<file path="src/rtl/clock_time_ctrl_if.sv">
// clock_time_ctrl_if
// Groups the user controls and the timekeeping outputs of clock_time_ctrl.
//   master : drives the buttons/switch, observes the time, alarm, mode and ring
//   slave  : the clock_time_ctrl side
// Signals:
//   btn_mode, btn_inc, alarm_en : button levels / alarm arm switch
//   sec, min, alarm_min         : 0..59 each
//   mode                        : 00 RUN, 01 SET_MIN, 10 SET_SEC, 11 SET_ALM
//   ring                        : alarm sounding
interface clock_time_ctrl_if;
  logic       btn_mode;
  logic       btn_inc;
  logic       alarm_en;
  logic [5:0] sec;
  logic [5:0] min;
  logic [5:0] alarm_min;
  logic [1:0] mode;
  logic       ring;

  modport master (
    output btn_mode, btn_inc, alarm_en,
    input  sec, min, alarm_min, mode, ring
  );

  modport slave (
    input  btn_mode, btn_inc, alarm_en,
    output sec, min, alarm_min, mode, ring
  );
endinterface

</file>
<file path="src/rtl/clock_time_ctrl.sv">
// clock_time_ctrl
// MM:SS timekeeping, mode sequencing and alarm/ring control in the 1 Hz domain.
// Ports:
//   clk_1Hz : tick clock, rising edge
//   rst     : asynchronous, active-high reset
//   bus     : clock_time_ctrl_if.slave (buttons, alarm switch, time/alarm/mode/ring)
// Parameters:
//   RING_LEN   : ticks ring stays high per alarm event (1..63)
//   SNOOZE_LEN : ticks from snooze to re-ring (1..63), CLOCK_SNOOZE_EN builds only
// Build option:
//   CLOCK_SNOOZE_EN : btn_inc while ringing snoozes instead of cancelling
//
// state   | meaning
// RUN     | time counting, btn_inc ignored
// SET_MIN | time frozen, btn_inc advances minutes
// SET_SEC | time frozen, btn_inc advances seconds (no carry)
// SET_ALM | time counting, btn_inc advances alarm minute
module clock_time_ctrl #(
  parameter int RING_LEN   = 30,
  parameter int SNOOZE_LEN = 60
) (
  input logic              clk_1Hz,
  input logic              rst,
  clock_time_ctrl_if.slave bus
);

  typedef enum logic [1:0] {
    RUN     = 2'b00,
    SET_MIN = 2'b01,
    SET_SEC = 2'b10,
    SET_ALM = 2'b11
  } mode_t;

  localparam logic [5:0] RING_V = 6'(RING_LEN);

  mode_t      state_q, state_d;
  logic [5:0] sec_q, sec_d;
  logic [5:0] min_q, min_d;
  logic [5:0] alm_q, alm_d;
  logic [5:0] ring_cnt_q, ring_cnt_d;
  logic       ring_q;
  logic       btn_mode_q;
  logic       armed_q;

  logic       mode_rise;
  logic       counting;
  logic       inc_ok;
  logic       cancel;
  logic       hit;

`ifdef CLOCK_SNOOZE_EN
  localparam logic [5:0] SNOOZE_V = 6'(SNOOZE_LEN);
  logic [5:0] snz_q, snz_d;
  logic       snooze_req;
`else
  logic       unused_snooze_len;
  assign unused_snooze_len = (SNOOZE_LEN != 0);
`endif

  function automatic logic [5:0] inc60(input logic [5:0] v);
    return (v == 6'd59) ? 6'd0 : v + 6'd1;
  endfunction

  always_comb begin
    state_d    = state_q;
    sec_d      = sec_q;
    min_d      = min_q;
    alm_d      = alm_q;
    ring_cnt_d = ring_cnt_q;

    mode_rise = bus.btn_mode & ~btn_mode_q;
    counting  = (state_q == RUN) || (state_q == SET_ALM);
    // while ringing, buttons act on the alarm only, never on a field
    inc_ok    = bus.btn_inc & ~mode_rise & ~ring_q;

    if (mode_rise && !ring_q) begin
      case (state_q)
        RUN:     state_d = SET_MIN;
        SET_MIN: state_d = SET_SEC;
        SET_SEC: state_d = SET_ALM;
        default: state_d = RUN;
      endcase
    end

    if (counting) begin
      sec_d = inc60(sec_q);
      if (sec_q == 6'd59) min_d = inc60(min_q);
    end

    case (state_q)
      SET_MIN: if (inc_ok) min_d = inc60(min_q);
      SET_SEC: if (inc_ok) sec_d = inc60(sec_q);
      SET_ALM: if (inc_ok) alm_d = inc60(alm_q);
      default: ;
    endcase

`ifdef CLOCK_SNOOZE_EN
    cancel     = ring_q & (mode_rise | ~bus.alarm_en);
    snooze_req = ring_q & bus.btn_inc & ~cancel;
`else
    cancel     = ring_q & (mode_rise | ~bus.alarm_en | bus.btn_inc);
`endif

    // Hit is gated on the mode we land in so that ring can only ever be
    // seen with RUN or SET_ALM; a button acting on the current ring wins
    // over a coincident new hit.
    hit = counting & bus.alarm_en & (sec_d == 6'd0) & (min_d == alm_q) &
          ((state_d == RUN) || (state_d == SET_ALM)) &
          ~(ring_q & (mode_rise | bus.btn_inc));

    if (ring_q) ring_cnt_d = cancel ? 6'd0 : ring_cnt_q - 6'd1;

`ifdef CLOCK_SNOOZE_EN
    snz_d = snz_q;
    if (snz_q != 6'd0) begin
      if (mode_rise || !bus.alarm_en) begin
        snz_d = 6'd0;
      end else begin
        snz_d = snz_q - 6'd1;
        if (snz_q == 6'd1) ring_cnt_d = RING_V;
      end
    end
    if (snooze_req) begin
      snz_d      = SNOOZE_V;
      ring_cnt_d = 6'd0;
    end
    if (hit) snz_d = 6'd0;
`endif

    if (hit) ring_cnt_d = RING_V;
  end

  // First edge after reset release only arms the block; counting starts on
  // the second edge.
  always_ff @(posedge clk_1Hz or posedge rst) begin
    if (rst) begin
      state_q    <= RUN;
      sec_q      <= 6'd0;
      min_q      <= 6'd0;
      alm_q      <= 6'd0;
      ring_cnt_q <= 6'd0;
      ring_q     <= 1'b0;
      btn_mode_q <= 1'b0;
      armed_q    <= 1'b0;
`ifdef CLOCK_SNOOZE_EN
      snz_q      <= 6'd0;
`endif
    end else if (!armed_q) begin
      armed_q <= 1'b1;
    end else begin
      state_q    <= state_d;
      sec_q      <= sec_d;
      min_q      <= min_d;
      alm_q      <= alm_d;
      ring_cnt_q <= ring_cnt_d;
      ring_q     <= (ring_cnt_d != 6'd0);
      btn_mode_q <= bus.btn_mode;
`ifdef CLOCK_SNOOZE_EN
      snz_q      <= snz_d;
`endif
    end
  end

  assign bus.sec       = sec_q;
  assign bus.min       = min_q;
  assign bus.alarm_min = alm_q;
  assign bus.mode      = state_q;
  assign bus.ring      = ring_q;

endmodule

</file>
<file path="src/flat_wrapper.sv">
// flat-port wrapper written by rule: the top's interface ports become plain ports
module clock_time_ctrl_flat 
#(
  parameter int RING_LEN   = 30,
  parameter int SNOOZE_LEN = 60
)
  (clk_1Hz, rst, bus_btn_mode, bus_btn_inc, bus_alarm_en, bus_sec, bus_min, bus_alarm_min, bus_mode, bus_ring);
  clock_time_ctrl_if bus_i ();
  input logic clk_1Hz;
  input logic rst;
  input wire logic [$bits(bus_i.btn_mode)-1:0] bus_btn_mode;
  input wire logic [$bits(bus_i.btn_inc)-1:0] bus_btn_inc;
  input wire logic [$bits(bus_i.alarm_en)-1:0] bus_alarm_en;
  output wire logic [$bits(bus_i.sec)-1:0] bus_sec;
  output wire logic [$bits(bus_i.min)-1:0] bus_min;
  output wire logic [$bits(bus_i.alarm_min)-1:0] bus_alarm_min;
  output wire logic [$bits(bus_i.mode)-1:0] bus_mode;
  output wire logic [$bits(bus_i.ring)-1:0] bus_ring;
  assign bus_i.btn_mode = bus_btn_mode;
  assign bus_i.btn_inc = bus_btn_inc;
  assign bus_i.alarm_en = bus_alarm_en;
  assign bus_sec = bus_i.sec;
  assign bus_min = bus_i.min;
  assign bus_alarm_min = bus_i.alarm_min;
  assign bus_mode = bus_i.mode;
  assign bus_ring = bus_i.ring;
  clock_time_ctrl #(.RING_LEN(RING_LEN), .SNOOZE_LEN(SNOOZE_LEN)) u_core (.clk_1Hz(clk_1Hz), .rst(rst), .bus(bus_i));
endmodule
</file>
<file path="config.mk">
export PLATFORM = sky130hd
export DESIGN_NAME = clock_time_ctrl_flat
export DESIGN_NICKNAME = d
export VERILOG_FILES = /design/src/rtl/clock_time_ctrl_if.sv /design/src/rtl/clock_time_ctrl.sv /design/src/flat_wrapper.sv
export SDC_FILE = /design/constraint.sdc
export NUM_CORES = 1
export LEC_CHECK = 0
export BUFFER_PORTS_ARGS = -buffer_cell sky130_fd_sc_hd__buf_2
export CAP_MARGIN = 25
export CORE_MARGIN = 5
export CORE_UTILIZATION = 50
export DETAILED_ROUTE_END_ITERATION = 10
export GPL_TIMING_DRIVEN = 0
export PLACE_DENSITY = 0.71
export SYNTH_ARGS = -nofsm -noshare
export SYNTH_HDL_FRONTEND = slang
export SYNTH_SLANG_ARGS = --single-unit
</file>
<file path="constraint.sdc">
create_clock -name clk_1Hz -period 3.1 [get_ports clk_1Hz]
set_input_delay 0.62 -clock clk_1Hz [delete_from_list [all_inputs] [get_ports clk_1Hz]]
set_output_delay 0.62 -clock clk_1Hz [all_outputs]
set_load 0.005 [all_outputs]
</file>
# Word level (Yosys, flattened, before mapping)
# Index checks and enable logic that the tools add are counted.
op_classes:
  n_addsub: 4
  multipliers: 0
  div_mod_pow: 0
  n_lt_le_gt_ge: 0
  eq_ne: 8
  shifts: 0
  n_mux: 15
  bitwise_logic: 18
  n_reduce_logical: 9
op_table:
  columns: ["operator", "n"]
  rows:
  - ["two-way mux 6 bit", 13]
  - ["adder 6 x 1 -> 6 bit, second input constant", 3]
  - ["== test 6 bit, second input constant", 3]
  - ["AND 1 bit", 10]
  - ["== test 2 bit, second input constant", 3]
  - ["== test 6 bit", 1]
  - ["logical NOT 6 bit", 1]
  - ["one-hot mux 2 bit (3 select lines)", 1]
  - ["nonzero test 6 bit", 1]
  - ["subtractor 6 x 1 -> 6 bit, second input constant", 1]
  - ["inverter 1 bit", 5]
  - ["logical NOT 2 bit", 2]
  - ["OR 1 bit", 3]
  - ["AND reduction 3 bit", 1]
  - ["== test 2 x 1 -> 1 bit, second input constant", 1]
  - ["logical OR 1 bit", 2]
  - ["two-way mux 2 bit", 1]
  - ["logical AND 1 bit", 1]
  - ["logical NOT 1 bit", 1]
totals:
  register_bits: 29
  latch_bits: 0
  mem_bits_rw: 0
  mem_bits_ro: 0
  input_bits: 5
  output_inout_bits: 21
  word_cells: 62
  n_memories: 0

# Longest topological paths before layout
logic_depth:
  word_depth: 14
  mapped_depth: 11

# Least setup slack after synthesis
# Ideal clock, no wire load.
synth_timing:
  path_kind: "reg2reg"
  startpoint: "register u_core.state_q[0], in the netlist u_core.bus.mode[0]"
  endpoint: "register u_core.ring_cnt_q[4]"
  setup_time_ns: 0.076
  arrival_time_ns: 2.484
  setup_slack_ns: 0.539
  path_stages_with_launch: 11
  path_buffers: 0
  period_less_slack_ns: 2.561
  path_cell_list: "dfrtp_1 > inv_1 > ha_1 > or3_4 > a2111oi_2 > a21oi_1 > xnor2_1 > nor3_1 > nand4_2 > a21boi_1 > o21ai_1"
synth_via:
  elab_chain_cells: 11
  elab_cells_between_ends: 24
synth_rtl:
  columns: ["item", "line_no", "rtl"]
  rows:
  - ["start: declaration", "clock_time_ctrl.sv:36", "mode_t state_q, state_d;"]
  - ["start signal: assignment", "clock_time_ctrl.sv:151", "state_q <= state_d;"]
  - ["== test 2 bit / logical NOT 2 bit (equally long branches)", "clock_time_ctrl.sv:72, clock_time_ctrl.sv:77", null]
  - ["logical OR 1 bit", "clock_time_ctrl.sv:72", "counting = (state_q == RUN) || (state_q == SET_ALM);"]
  - ["two-way mux 6 bit", "clock_time_ctrl.sv:85", "if (counting) begin"]
  - ["two-way mux 6 bit", "clock_time_ctrl.sv:92", "SET_SEC: if (inc_ok) sec_d = inc60(sec_q);"]
  - ["two-way mux 6 bit", "clock_time_ctrl.sv:90", "case (state_q)"]
  - ["logical NOT 6 bit", "clock_time_ctrl.sv:107", "hit = counting & bus.alarm_en & (sec_d == 6'd0) & (min_d == alm_q) &"]
  - ["AND 1 bit (2 in series)", "clock_time_ctrl.sv:107", null]
  - ["AND 1 bit *", "clock_time_ctrl.sv:107", null]
  - ["AND 1 bit *", "clock_time_ctrl.sv:108", "((state_d == RUN) || (state_d == SET_ALM)) &"]
  - ["two-way mux 6 bit *", "clock_time_ctrl.sv:130", "if (hit) ring_cnt_d = RING_V;"]
  - ["end signal: assignment", "clock_time_ctrl.sv:155", "ring_cnt_q <= ring_cnt_d;"]
  - ["end: declaration", "clock_time_ctrl.sv:40", "logic [5:0] ring_cnt_q, ring_cnt_d;"]
# Every way passes the cells marked *; elsewhere a longest branch is shown, timed or not.
# A chain may end at the register's enable or synchronous reset.

# Worst setup path in the final report
layout_timing:
  startpoint: "register u_core.state_q[0], in the netlist u_core.bus.mode[0]"
  endpoint: "register u_core.ring_cnt_q[0]"
# Same word-level chain as after synthesis.

==> results.cfg <==
[drt]
postRouteAntennaNets = 0
vias_per_cell = 5.66
dr.first_iter.drc_count = 115
routedWlPerCell_um = 14.1
routed_wl_um = 4360
firstDrtPassIters = 4
via_count = 1755
drc = 0

[synth]
yosysUniqueCellTypes = 51
synth-edff-count = 0
ys.flop_type = dfrtp_1
synth-seq-cells = 29
syn_inst = 228
syn-cell-area_um2 = 1980
syn-num-nets = 241
ys_warn_count = 0
ys_async_sr_fraction_pct = 100
avgSynthCellArea_um2 = 8.70
seq_area_frac_synth_pct = 36.6

[floorplan]
die_h_um = 73.0
core_area_um2 = 3740
initial_core_util_pct = 53.0
fp.dieArea_um2 = 5330
num_rows = 22
fp.dieW_um = 73.0
pin_count = 26

[sta]
hold_slack_ns = 0.322
period_needed_ns = 2.88
setup_tns_ns = 0
tightest_slew_ns = 0.739
setup_viol = 0
skew_ns = 0.00995
period_share_pct = 93.0
rsz0062_at_grt = false
fin_ws_ns = 0.216
timing.fmax_mhz = 347
hold_violations = 0
slew_violations = 0
relSlewSlack_pct = 50.1

[clock_network]
clkSinkCount = 29
clk_pin_slew_worst_paths_ns = 0.07
cts_made_buffers = 5
ctsRootBufferMaster = clkbuf_8
cts_setup_buffers = 0
cts_buffer_depth = 2
cts_tree = built
h-tree-depth = 2
clock_latency_ns = 0.28
cts_hold_buf = 0
cts_resized = 0

[global_routing]
antenna_found_initial = 0
grt_use_total_pct = 17.5
grt_max_degree = 22
overflow = 0
grt_pass1_vias = 1655
grt_pass1_wl_um = 7400

[hold_path]
worstHoldPathType = in2async

[setup_path]
crit_required_ns = 3.25
arrival_ns = 3.03
crit_type = reg2reg
crit_fanout = 7
critPathLaunchType = flip-flop
endpoint_kind = flip-flop
r2r_slack_ns = 0.22

[power]
p_per_area_nw_per_um2 = 843
ir_worst_vdd_mv = 0.501
leakagePower_uw = 0.00101
total_power_uw = 1920

[placement]
port_buffers = 25
dp_slack_ns = 0.199
gp_congestion = 0.878
place_hpwl_um = 3250

[status]
status = finished, final reports clean

[cells_and_area]
num_antenna_cells = 0
nNetsFinal = 274
layout-drive-gt1-share_pct = 19.8
syn_to_final_growth_pct = 14.9

[flow_run]
max-cap-violations = 0
layer usage:
| metal | vias up | global-route usage [%] | share of wire [%] |
|---|---|---|---|
| met5 | - | 0 | 0 |
| met4 | 0 | 6.35 | 1.0 |
| met3 | 4 | 3.44 | 3.6 |
| met2 | 34 | 28.2 | 47 |
| met1 | 820 | 23.2 | 49 |
| li1 | 897 | - | - |
cells in the final DEF (no fill, tap or decap), types with 7 or more instances in the layout:
cell and instances:
inv_1 8, nand2_1 21, buf_2 25, o21ai_0 17
dfrtp_1 29, nor2_1 31, ha_1 8, nand3_1 7
xnor2_1 7, mux2_2 8, a21oi_1 13
worst paths after layout:
kind	startpoint	endpoint	cells past startpoint
hold / removal	rst	u_core.bus.min[5]	2
setup reg to reg	u_core.bus.mode[0]	u_core.ring_cnt_q[0]	10
hold reg to reg	u_core.ring_cnt_q[4]	u_core.ring_cnt_q[4]	2
setup / recovery	u_core.bus.mode[0]	u_core.ring_cnt_q[0]	10
min in group clk_1Hz	u_core.ring_cnt_q[4]	u_core.ring_cnt_q[4]	2
max in group asynchronous	rst	u_core.bus.sec[2]	3
cell families (layout without fill, tap and decap cells):
family                   after synthesis  after routing  synth area share, %
AND/OR/NAND/NOR                       91             91                 23.8
XOR/XNOR                              10             10                 4.42
AO/OA/AOI/OAI                         62             62                 20.1
buffers and inverters                 14             48                 2.84
other                                  1              1                0.189
adder cells (fa/ha/maj)                8              8                 5.05
flip-flops                            29             29                 36.6
multiplexers                          13             13                 7.07
synth_stat cells, drive strengths merged (3+ instances only):
library cell  count  area share (%)
xor2              3             1.3
ha                8             5.0
dfrtp            29              37
and3              4             1.3
nor2b             3             1.3
nor3              3            0.76
xnor2             7             3.1
a31oi             6             1.9
nor2             31             5.9
a211oi            3             1.1
a21oi            13             3.3
nand2            22             4.5
nand4             4             1.6
nand2b            5             1.6
clkbuf            5            0.95
o31ai             3             1.4
mux2i             5             2.5
o21ai            20             5.0
mux2              8             4.5
inv               8             1.5
nand3             8             2.3
critical path, cell delays in order (launching register included):
cell	delay [ns]
dfrtp_1	0.44
inv_1	0.11
ha_1	0.39
or3_4	0.46
nand2_4	0.12
mux2i_1	0.28
xnor2_1	0.13
nor4_2	0.32
nand4_2	0.26
o21ai_0	0.15
o21ai_0	0.10
through the flow:
stage / area, µm² / std cells / utilization, %
2_1_floorplan: 1980 / 228 / -
3_3_place_gp: 2170 / 301 / 57.9
3_5_place_dp: 2200 / 302 / 58.7
4_1_cts: 2280 / 310 / 60.9
5_1_grt: 2280 / 310 / 60.9
6_report: 2280 / 310 / 60.9
sequential cells by signal, summed over array words and instances (netlist names):
| signal | count |
|---|---|
| u_core.armed_q | 1 |
| u_core.btn_mode_q | 1 |
| u_core.bus.alarm_min | 6 |
| u_core.bus.min | 6 |
| u_core.bus.mode | 2 |
| u_core.bus.ring | 1 |
| u_core.bus.sec | 6 |
| u_core.ring_cnt_q | 6 |
power by group:
part	total (µW)	switching, µW	internal [µW]	leakage [µW]
clock network	301	146	155	0.0000450
registers	669	169	500	0.000372
logic	950	509	441	0.000597
total	1920	823	1100	0.00101
cell type report:
cell class | instances | area, µm²
fill | 362 | 1470
multi-input combinational | 185 | 1200
sequential | 29 | 726
timing repair buffer | 26 | 153
clock buffer | 6 | 72.6
tap | 48 | 60.1
inverter | 8 | 30.0
buffer | 6 | 26.3
clock inverter | 2 | 10.0
(Power assumes the default switching activity.)
